`config.mk`:
```
export PLATFORM = sky130hd
export DESIGN_NAME = icache_dm
export DESIGN_NICKNAME = d
export VERILOG_FILES = /design/src/rtl/icache_dm.sv
export SDC_FILE = /design/constraint.sdc
export NUM_CORES = 1
export LEC_CHECK = 0
export CAP_MARGIN = 10
export CORE_AREA = 5 5 264 266
export CTS_CLUSTER_SIZE = 8
export DETAILED_ROUTE_END_ITERATION = 8
export DIE_AREA = 0 0 269 271
export GPL_TIMING_DRIVEN = 1
export PLACE_DENSITY = 0.61
export SETUP_SLACK_MARGIN = 0.2
export SLEW_MARGIN = 20
export SYNTH_ARGS = -nofsm -noshare
export SYNTH_HDL_FRONTEND = slang
export SYNTH_SLANG_ARGS = --single-unit
```
`constraint.sdc`:
```
create_clock -name clock -period 17.5 [get_ports clock]
set_clock_uncertainty 0.2 [all_clocks]
set_input_delay 1.75 -clock clock [delete_from_list [all_inputs] [get_ports clock]]
set_output_delay 1.75 -clock clock [all_outputs]
set_load 0.01 [all_outputs]
```
`src/rtl/icache_dm.sv`:
```
`default_nettype none
// ============================================================================
// Module   : icache_dm
// Purpose  : Direct-mapped, read-only instruction cache. Serves one whole-line
//            lookup per cycle with a same-cycle hit response. On a miss it
//            issues one line-fill request, blocks until the fill returns,
//            installs the line, and then accepts lookups again.
// Ports    : clock          - system clock, rising-edge active
//            reset          - asynchronous active-low reset
//            icache_ready   - idle and able to accept a lookup
//            req_valid      - lookup request (honoured only when ready)
//            req_addr       - byte address of the fetched instruction
//            rsp_valid      - combinational hit for the current request
//            rsp_data       - cached line at the request index (0 if invalid)
//            req_info_miss  - fill request, packed as {addr, is_store, data}
//            req_valid_miss - one-cycle strobe qualifying req_info_miss
//            rsp_data_miss  - fill data from memory
//            rsp_valid_miss - fill data valid strobe
// Revision : 1.0 - initial release
// ============================================================================
module icache_dm #(
    parameter int PC_WIDTH   = 32,
    parameter int LINE_WIDTH = 128,
    parameter int NUM_LINES  = 4
) (
    input  logic                           clock,
    input  logic                           reset,
    output logic                           icache_ready,
    input  logic                           req_valid,
    input  logic [PC_WIDTH-1:0]            req_addr,
    output logic                           rsp_valid,
    output logic [LINE_WIDTH-1:0]          rsp_data,
    output logic [PC_WIDTH+LINE_WIDTH:0]   req_info_miss,
    output logic                           req_valid_miss,
    input  logic [LINE_WIDTH-1:0]          rsp_data_miss,
    input  logic                           rsp_valid_miss
);

    localparam int OFFSET_BITS = $clog2(LINE_WIDTH / 8);
    localparam int INDEX_BITS  = $clog2(NUM_LINES);
    localparam int TAG_BITS    = PC_WIDTH - OFFSET_BITS - INDEX_BITS;

    typedef enum logic [1:0] {
        IDLE      = 2'd0,
        MISS_REQ  = 2'd1,
        MISS_WAIT = 2'd2
    } state_t;

    state_t                 state_q;
    logic                   ready_q;
    logic                   req_valid_miss_q;
    logic [PC_WIDTH-1:0]    addr_q;          // line-aligned miss address
    logic [NUM_LINES-1:0]   valid_q;
    logic [TAG_BITS-1:0]    tag_q  [NUM_LINES];
    logic [LINE_WIDTH-1:0]  data_q [NUM_LINES];

    logic [INDEX_BITS-1:0]  lookup_idx;
    logic [TAG_BITS-1:0]    lookup_tag;
    logic                   lookup_line_valid;
    logic                   lookup_hit;
    logic [INDEX_BITS-1:0]  fill_idx;
    logic [TAG_BITS-1:0]    fill_tag;
    logic                   fill_accept;
    logic                   unused_offset_bits;

    // Byte offset within a line never affects a whole-line lookup.
    assign unused_offset_bits = ^req_addr[OFFSET_BITS-1:0];

    assign lookup_idx        = req_addr[OFFSET_BITS +: INDEX_BITS];
    assign lookup_tag        = req_addr[PC_WIDTH-1 -: TAG_BITS];
    assign lookup_line_valid = valid_q[lookup_idx];

    // Hits are only possible while idle; in the miss states the cache is busy.
    assign lookup_hit = (state_q == IDLE) && req_valid && lookup_line_valid &&
                        (tag_q[lookup_idx] == lookup_tag);

    assign fill_idx    = addr_q[OFFSET_BITS +: INDEX_BITS];
    assign fill_tag    = addr_q[PC_WIDTH-1 -: TAG_BITS];
    assign fill_accept = (state_q == MISS_WAIT) && rsp_valid_miss;

    assign icache_ready   = ready_q;
    assign rsp_valid      = lookup_hit;
    assign rsp_data       = lookup_line_valid ? data_q[lookup_idx] : '0;
    assign req_valid_miss = req_valid_miss_q;
    // Read-only cache: is_store and write data are always zero.
    assign req_info_miss  = {addr_q, 1'b0, {LINE_WIDTH{1'b0}}};

    // Control FSM with registered ready / strobe outputs.
    always_ff @(posedge clock or negedge reset) begin
        if (!reset) begin
            state_q          <= IDLE;
            ready_q          <= 1'b1;
            req_valid_miss_q <= 1'b0;
            addr_q           <= '0;
            valid_q          <= '0;
        end else begin
            case (state_q)
                IDLE: begin
                    if (req_valid && !lookup_hit) begin
                        addr_q           <= {req_addr[PC_WIDTH-1:OFFSET_BITS],
                                             {OFFSET_BITS{1'b0}}};
                        ready_q          <= 1'b0;
                        req_valid_miss_q <= 1'b1;
                        state_q          <= MISS_REQ;
                    end
                end
                MISS_REQ: begin
                    req_valid_miss_q <= 1'b0;
                    state_q          <= MISS_WAIT;
                end
                MISS_WAIT: begin
                    if (rsp_valid_miss) begin
                        valid_q[fill_idx] <= 1'b1;
                        ready_q           <= 1'b1;
                        state_q           <= IDLE;
                    end
                end
                default: begin
                    ready_q          <= 1'b1;
                    req_valid_miss_q <= 1'b0;
                    state_q          <= IDLE;
                end
            endcase
        end
    end

    // Tag and data arrays carry no reset; their contents are only observed
    // through a set valid bit.
    always_ff @(posedge clock) begin
        if (fill_accept) begin
            tag_q[fill_idx]  <= fill_tag;
            data_q[fill_idx] <= rsp_data_miss;
        end
    end

endmodule
`default_nettype wire

```
==> flow_summary.toml, run 1 <==
[outcome]
status = "finished clean"

[power_and_ir_drop]
power_frac_seq_pct = 45.8
power_frac_comb_pct = 18.9
p_leak_nw = 10.8
power_w = 0.00435
p_int_w = 0.00324
max-vdd-ir-drop_v = 0.0000854
switching_share_pct = 25.7
power_density_nw_per_um2 = 134
p_sw_w = 0.00112
clkPwrFrac_pct = 35.3

[grt]
grt_pass1_vias = 14085
grt_max_degree = 80
track_usage_pct = 15.8
antenna_found_initial = 7
grt_pass1_wl_um = 87500
grt_overflow = 0

[detailed_routing]
avgViaCountPerCell = 5.02
wirelength_um = 58500
drc = 0
routedWlPerCell_um = 22.3
route.antenna.remaining_nets = 0
dr.pass1.iters = 5
via_count = 13166
drtIter0Drc = 726

[logic_synthesis]
synth_edf_count = 616
yosys_warnings = 0
ys.flop_type = "edfxtp_1"
syn_area_per_cell_um2 = 19.5
netlist_area_um2 = 26500
synth_cell_types = 49
ys_async_sr_fraction_pct = 5.52
ys_ff_latch = 652
ys_seq_area_share_pct = 73.2
syn_inst = 1355

[clock_tree]
clkTransAtPathRegs_ps = 50
numClockSinks = 652
clkLatencyLatePin_ps = 620
cts_buffer_depth = 3
postCtsResizedCells = 0
cts_root_buf = "clkbuf_16"
cts_tree = "done"
cts-hold-fix-buffers = 0
cts_setup_buffers = 0
h-tree-depth = 3
cts_buffers = 91

[die]
coreArea_um2 = 66800
dieArea_um2 = 72900
die_y_um = 271
initial_core_util_pct = 39.7
die_w_um = 269
io_pins = 456
placementRows = 95

[timing]
slew_violations = 0
hold_viol_final = 0
rsz0062_at_grt = "no"
finalCriticalPeriod_ps = 7790
relSlewSlack_pct = 30.8
holdWs_ps = 272
tns_ps = 0
setup_viol = 0
worst_slew_pin_slew_ps = 1040
max_freq_mhz = 128
period_share_pct = 44.5

[worst_setup_path]
cp.arrival_ps = 5840
cp-start-kind = "primary input"
crit_fanout = 72
r2r_slack_ps = 14360
required_ps = 15550
crit_type = "primary input to output port"
crit_path_end_kind = "output port"

[flow_run]
drv_cap = 0

[placement]
io_buffers = 318
placed_area_um2 = 30100
place_congestion = 0.760
hpwl_um = 34500

[layout]
finish.instance_area_um2 = 32500
syn2layout_area_growth_pct = 22.9
finalNetCount = 1887
drive_gt1_share_pct = 17.2

[hold_path]
hold_path.class = "flop to flop"
cells in the final DEF, fill, tap and decap left out, types with 6 or more instances in the layout:
cell / count
xnor2_1: 7
buf_4: 22
clkdlybuf4s50_1: 315
edfxtp_1: 616
nor2b_1: 129
xor2_1: 16
or2_2: 6
mux2i_1: 35
clkbuf_1: 19
nand2_1: 88
o221ai_2: 27
mux4_2: 132
o21ai_0: 7
dfrtp_1: 35
conb_1: 133
clkbuf_16: 91
mux4_1: 7
worst max-delay path, stage by stage:
cell and delay, ps:
clkbuf_8 510, buf_4 870, mux2i_1 280, mux2_4 850, buf_4 660, nor2b_1 130, clkdlybuf4s50_1 570
routing by layer:
layer  vias to the layer above  track usage, %  part of all wire, %
met5                         -               0                0.065
met4                         6            5.57                  2.6
met2                       461            27.1                   51
met3                       102            4.30                  7.2
li1                       5788               -                    -
met1                      6809            19.4                   39
cell usage after synthesis, types with 2 or more instances:
master / count / area, µm²
a2bb2oi_1: 2 / 17.5
a222oi_1: 2 / 20.0
dlygate4sd3_1: 3 / 30.0
a21oi_1: 3 / 15.0
edfxtp_1: 616 / 18500
buf_4: 141 / 1060
o21ai_0: 7 / 35.0
buf_6: 11 / 124
mux4_2: 132 / 2970
xnor2_1: 7 / 61.3
nor2b_1: 129 / 807
xor2_1: 16 / 140
o2111ai_1: 3 / 26.3
buf_1: 4 / 15.0
dlygate4sd1_1: 2 / 17.5
o221ai_2: 27 / 405
a22oi_1: 3 / 22.5
nor3_2: 2 / 20.0
inv_1: 3 / 11.3
dfrtp_1: 35 / 876
or2_2: 6 / 37.5
nand3_1: 3 / 15.0
mux4_1: 7 / 184
nor2_1: 6 / 22.5
buf_2: 12 / 60.1
nand4_1: 2 / 12.5
clkbuf_1: 24 / 90.1
nor3_1: 5 / 25.0
mux2i_1: 35 / 350
nand2_1: 88 / 330
worst paths after layout:
kind                                   startpoint                       end  depth (start not counted)
max                                   req_addr[5]              rsp_data[98]                          7
min                        valid_q[3]$_DFFE_PN0P_    valid_q[3]$_DFFE_PN0P_                          1
max reg2reg                valid_q[0]$_DFFE_PN0P_    addr_q[29]$_DFFE_PN0P_                          8
min reg2reg                valid_q[3]$_DFFE_PN0P_    valid_q[3]$_DFFE_PN0P_                          1
max in group asynchronous                   reset  icache_ready$_DFFE_PN1P_                          2
min in group asynchronous                   reset    addr_q[16]$_DFFE_PN0P_                          1
final cells by class:
cell class,count,area (µm²)
Clock buffer,110,2350
Fill cell,5547,34300
Clock inverter,7,113
Multi-Input combinational cell,634,6200
Antenna cell,3,7.51
Sequential cell,652,19400
Tap cell,873,1090
Inverter,3,11.3
Timing Repair Buffer,341,3370
logic make-up (layout without fill, tap and decap cells):
kind of cell              count (synthesis)  in the layout  synth area share, %
buffers and inverters                   201            461                 5.37
AOI/OAI and AO/OA                        56             56                 2.37
muxes                                   175            175                 13.3
DFF                                     652            652                 73.2
xor gates and xnor gates                 23             23                0.760
other                                     1            136               0.0142
and+or+nand+nor                         247            247                 4.97
power groups by stage:
stage | registers, W | clock network (W) | logic (W)
global route | 0.00201 | 0.00166 | 0.000890
finish | 0.00199 | 0.00154 | 0.000823
floorplan | 0.00205 | 0 | 0.000396
CTS | 0.00199 | 0.00158 | 0.000846
global placement | 0.00201 | 0 | 0.000840
detailed placement | 0.00202 | 0 | 0.000842
metrics by stage:
stage | setup WS, ps | instances | util (%)
after floorplan | 2910 | 1487 | -
after global placement | 9560 | 2502 | 45.0
after detailed placement | 9550 | 2502 | 45.0
after CTS | 9550 | 2619 | 48.7
after global routing | 9360 | 2623 | 48.7
final | 9710 | 2623 | 48.7
flip-flops by register name, indices dropped and copies added (netlist names):
register,flops
valid_q,4
req_valid_miss,1
tag_q,104
state_q,2
addr_q,28
data_q,512
icache_ready,1
Note: power is estimated with default switching activity, not from simulation.
==> inputs of run 2 (changes only) <==
--- a/config.mk
+++ b/config.mk
@@ -11,7 +11,7 @@
 export DETAILED_ROUTE_END_ITERATION = 8
 export DIE_AREA = 0 0 269 271
 export GPL_TIMING_DRIVEN = 1
-export PLACE_DENSITY = 0.61
+export PLACE_DENSITY = 0.63
 export SETUP_SLACK_MARGIN = 0.2
 export SLEW_MARGIN = 20
 export SYNTH_ARGS = -nofsm -noshare
==> constraint.sdc (replaced) <==
create_clock -name clock -period 6.8 [get_ports clock]
set_clock_uncertainty 0.2 [all_clocks]
set_input_delay 0.68 -clock clock [delete_from_list [all_inputs] [get_ports clock]]
set_output_delay 0.68 -clock clock [all_outputs]
set_load 0.01 [all_outputs]
==> run 2 against run 1 <==
Design area rose by 0.23%. Core utilization rose by 0.11 points. Critical path type unchanged. Largest power group unchanged. Largest cell class unchanged. Worst hold slack got worse by 8.6 ps. Routed wire length fell by 3.1%.
==> flow_summary.toml, run 2 (synthesized netlist as in run 1, its figures left out) <==
[outcome]
status = "finished clean"

[die]
die_w_um = 269
io_pins = 456
coreArea_um2 = 66800
die_y_um = 271
dieArea_um2 = 72900
placementRows = 95
initial_core_util_pct = 39.7

[timing]
tns_ps = 0
relSlewSlack_pct = 36.3
slew_violations = 0
worst_slew_pin_slew_ps = 955
rsz0062_at_grt = "no"
setup_viol = 0
max_freq_mhz = 218
finalCriticalPeriod_ps = 4600
period_share_pct = 67.6
hold_viol_final = 0

[hold_path]
hold_path.class = "flop to flop"
worstHoldStart = "valid_q[1]$_DFFE_PN0P_"

[detailed_routing]
avgViaCountPerCell = 5.01
drc = 0
drtIter0Drc = 813
wirelength_um = 56700
routedWlPerCell_um = 21.6
via_count = 13122
dr.pass1.iters = 4
wl_met2_um = 28800
top_layer_used = "met5"
route.antenna.remaining_nets = 0
wl_met3_um = 3870
m1WireLength_um = 22700

[worst_setup_path]
worstReg2RegStart = "state_q[0]$_DFFE_PN0P_"
crit_fanout = 82
crit_type = "primary input to output port"
crit_start = "req_addr[5]"
required_ps = 5920
cp-start-kind = "primary input"
crit_path_end_kind = "output port"
cp.arrival_ps = 3720

[power_and_ir_drop]
power_w = 0.0112
max-vdd-ir-drop_v = 0.000225
power_density_nw_per_um2 = 344
p_leak_nw = 10.8

[layout]
fillerInstances = 5520
drive_gt1_share_pct = 17.0
layout_commonest_cell = "edfxtp_1"
largest_reg_flops = 512
finish.instance_area_um2 = 32600
syn2layout_area_growth_pct = 23.2
finalNetCount = 1883
final_util_pct = 48.8
most-common-layout-cells = "edfxtp_1 (616), clkdlybuf4s50_1 (315), conb_1 (133), mux4_2 (132), nor2b_1 (129)"
reg_top3 = "data_q x512, tag_q x104, addr_q x28"
top_register = "data_q"

[flow_run]
drv_cap = 0

[clock_tree]
cts_root_buf = "clkbuf_16"
postCtsResizedCells = 0
h-tree-depth = 3
cts_buffer_depth = 3
clkTransAtPathRegs_ps = 50
numClockSinks = 652
cts_tree = "done"
clkLatencyLatePin_ps = 610
cts_buffers = 92

[grt]
grt_pass1_vias = 13848
track_usage_pct = 15.3
grt_pass1_wl_um = 85300
grt_max_degree = 121
antenna_found_initial = 8
grt_overflow = 0

[placement]
io_buffers = 318
placed_area_um2 = 30100
place_congestion = 0.732
hpwl_um = 33100
-- run 2: area by class of cell --
cell class	instances	area [µm²]	area share (%)
Sequential cell	652	19400	59.5
Multi-Input combinational cell	634	6210	19.0
Timing Repair Buffer	336	3390	10.4
Clock buffer	110	2390	7.33
Tap cell	873	1090	3.35
Clock inverter	8	111	0.341
Antenna cell	5	12.5	0.0384
Inverter	3	11.3	0.0345
-- run 2: repair_timing --
item                                   4_1_cts  5_1_grt
endpoints found under the hold margin        0       35
setup buffers                                0        0
hold buffers                                 0        1
-- run 2: path summary, 6_finish.rpt --
check                                              to  slack (ps)  depth (start not counted)
max in group asynchronous  req_valid_miss$_DFFE_PN0P_        5590                          2
min reg2reg                    valid_q[1]$_DFFE_PN0P_         260                          1
min                            valid_q[1]$_DFFE_PN0P_         260                          1
min in group asynchronous      addr_q[12]$_DFFE_PN0P_         400                          2
max reg2reg                    addr_q[29]$_DFFE_PN0P_        3770                          9
max                                      rsp_data[59]        2200                          6
-- run 2: routing by layer --
layer  vias up  global-route usage (%)
met5         -                       0
met4         8                    5.03
met3        99                    3.90
met2       459                    25.6
met1      6773                    19.4
li1       5783                       -
-- run 2: critical path, stage by stage --
cell and delay (ps):
clkbuf_8 580, mux2i_1 290, mux2_4 650, buf_4 690, nor2b_1 120, clkdlybuf4s50_1 530
-- run 2: power by group --
group | switching, W | total (W) | leakage [nW] | internal, W
combinational | 0.00106 | 0.00208 | 3.60 | 0.00102
clock | 0.00155 | 0.00399 | 1.21 | 0.00244
sequential | 0.000216 | 0.00514 | 6.00 | 0.00492
total | 0.00283 | 0.0112 | 10.8 | 0.00838
-- run 2: through the flow --
stage                     hold slack [ps]  std cells  worst slack [ps]
after floorplan                       184       1487              1130
after global placement                250       2497              2080
after detailed placement              256       2497              1990
after CTS                            14.9       2615              1980
after global routing                  287       2618              1890
final                                 264       2621              2200
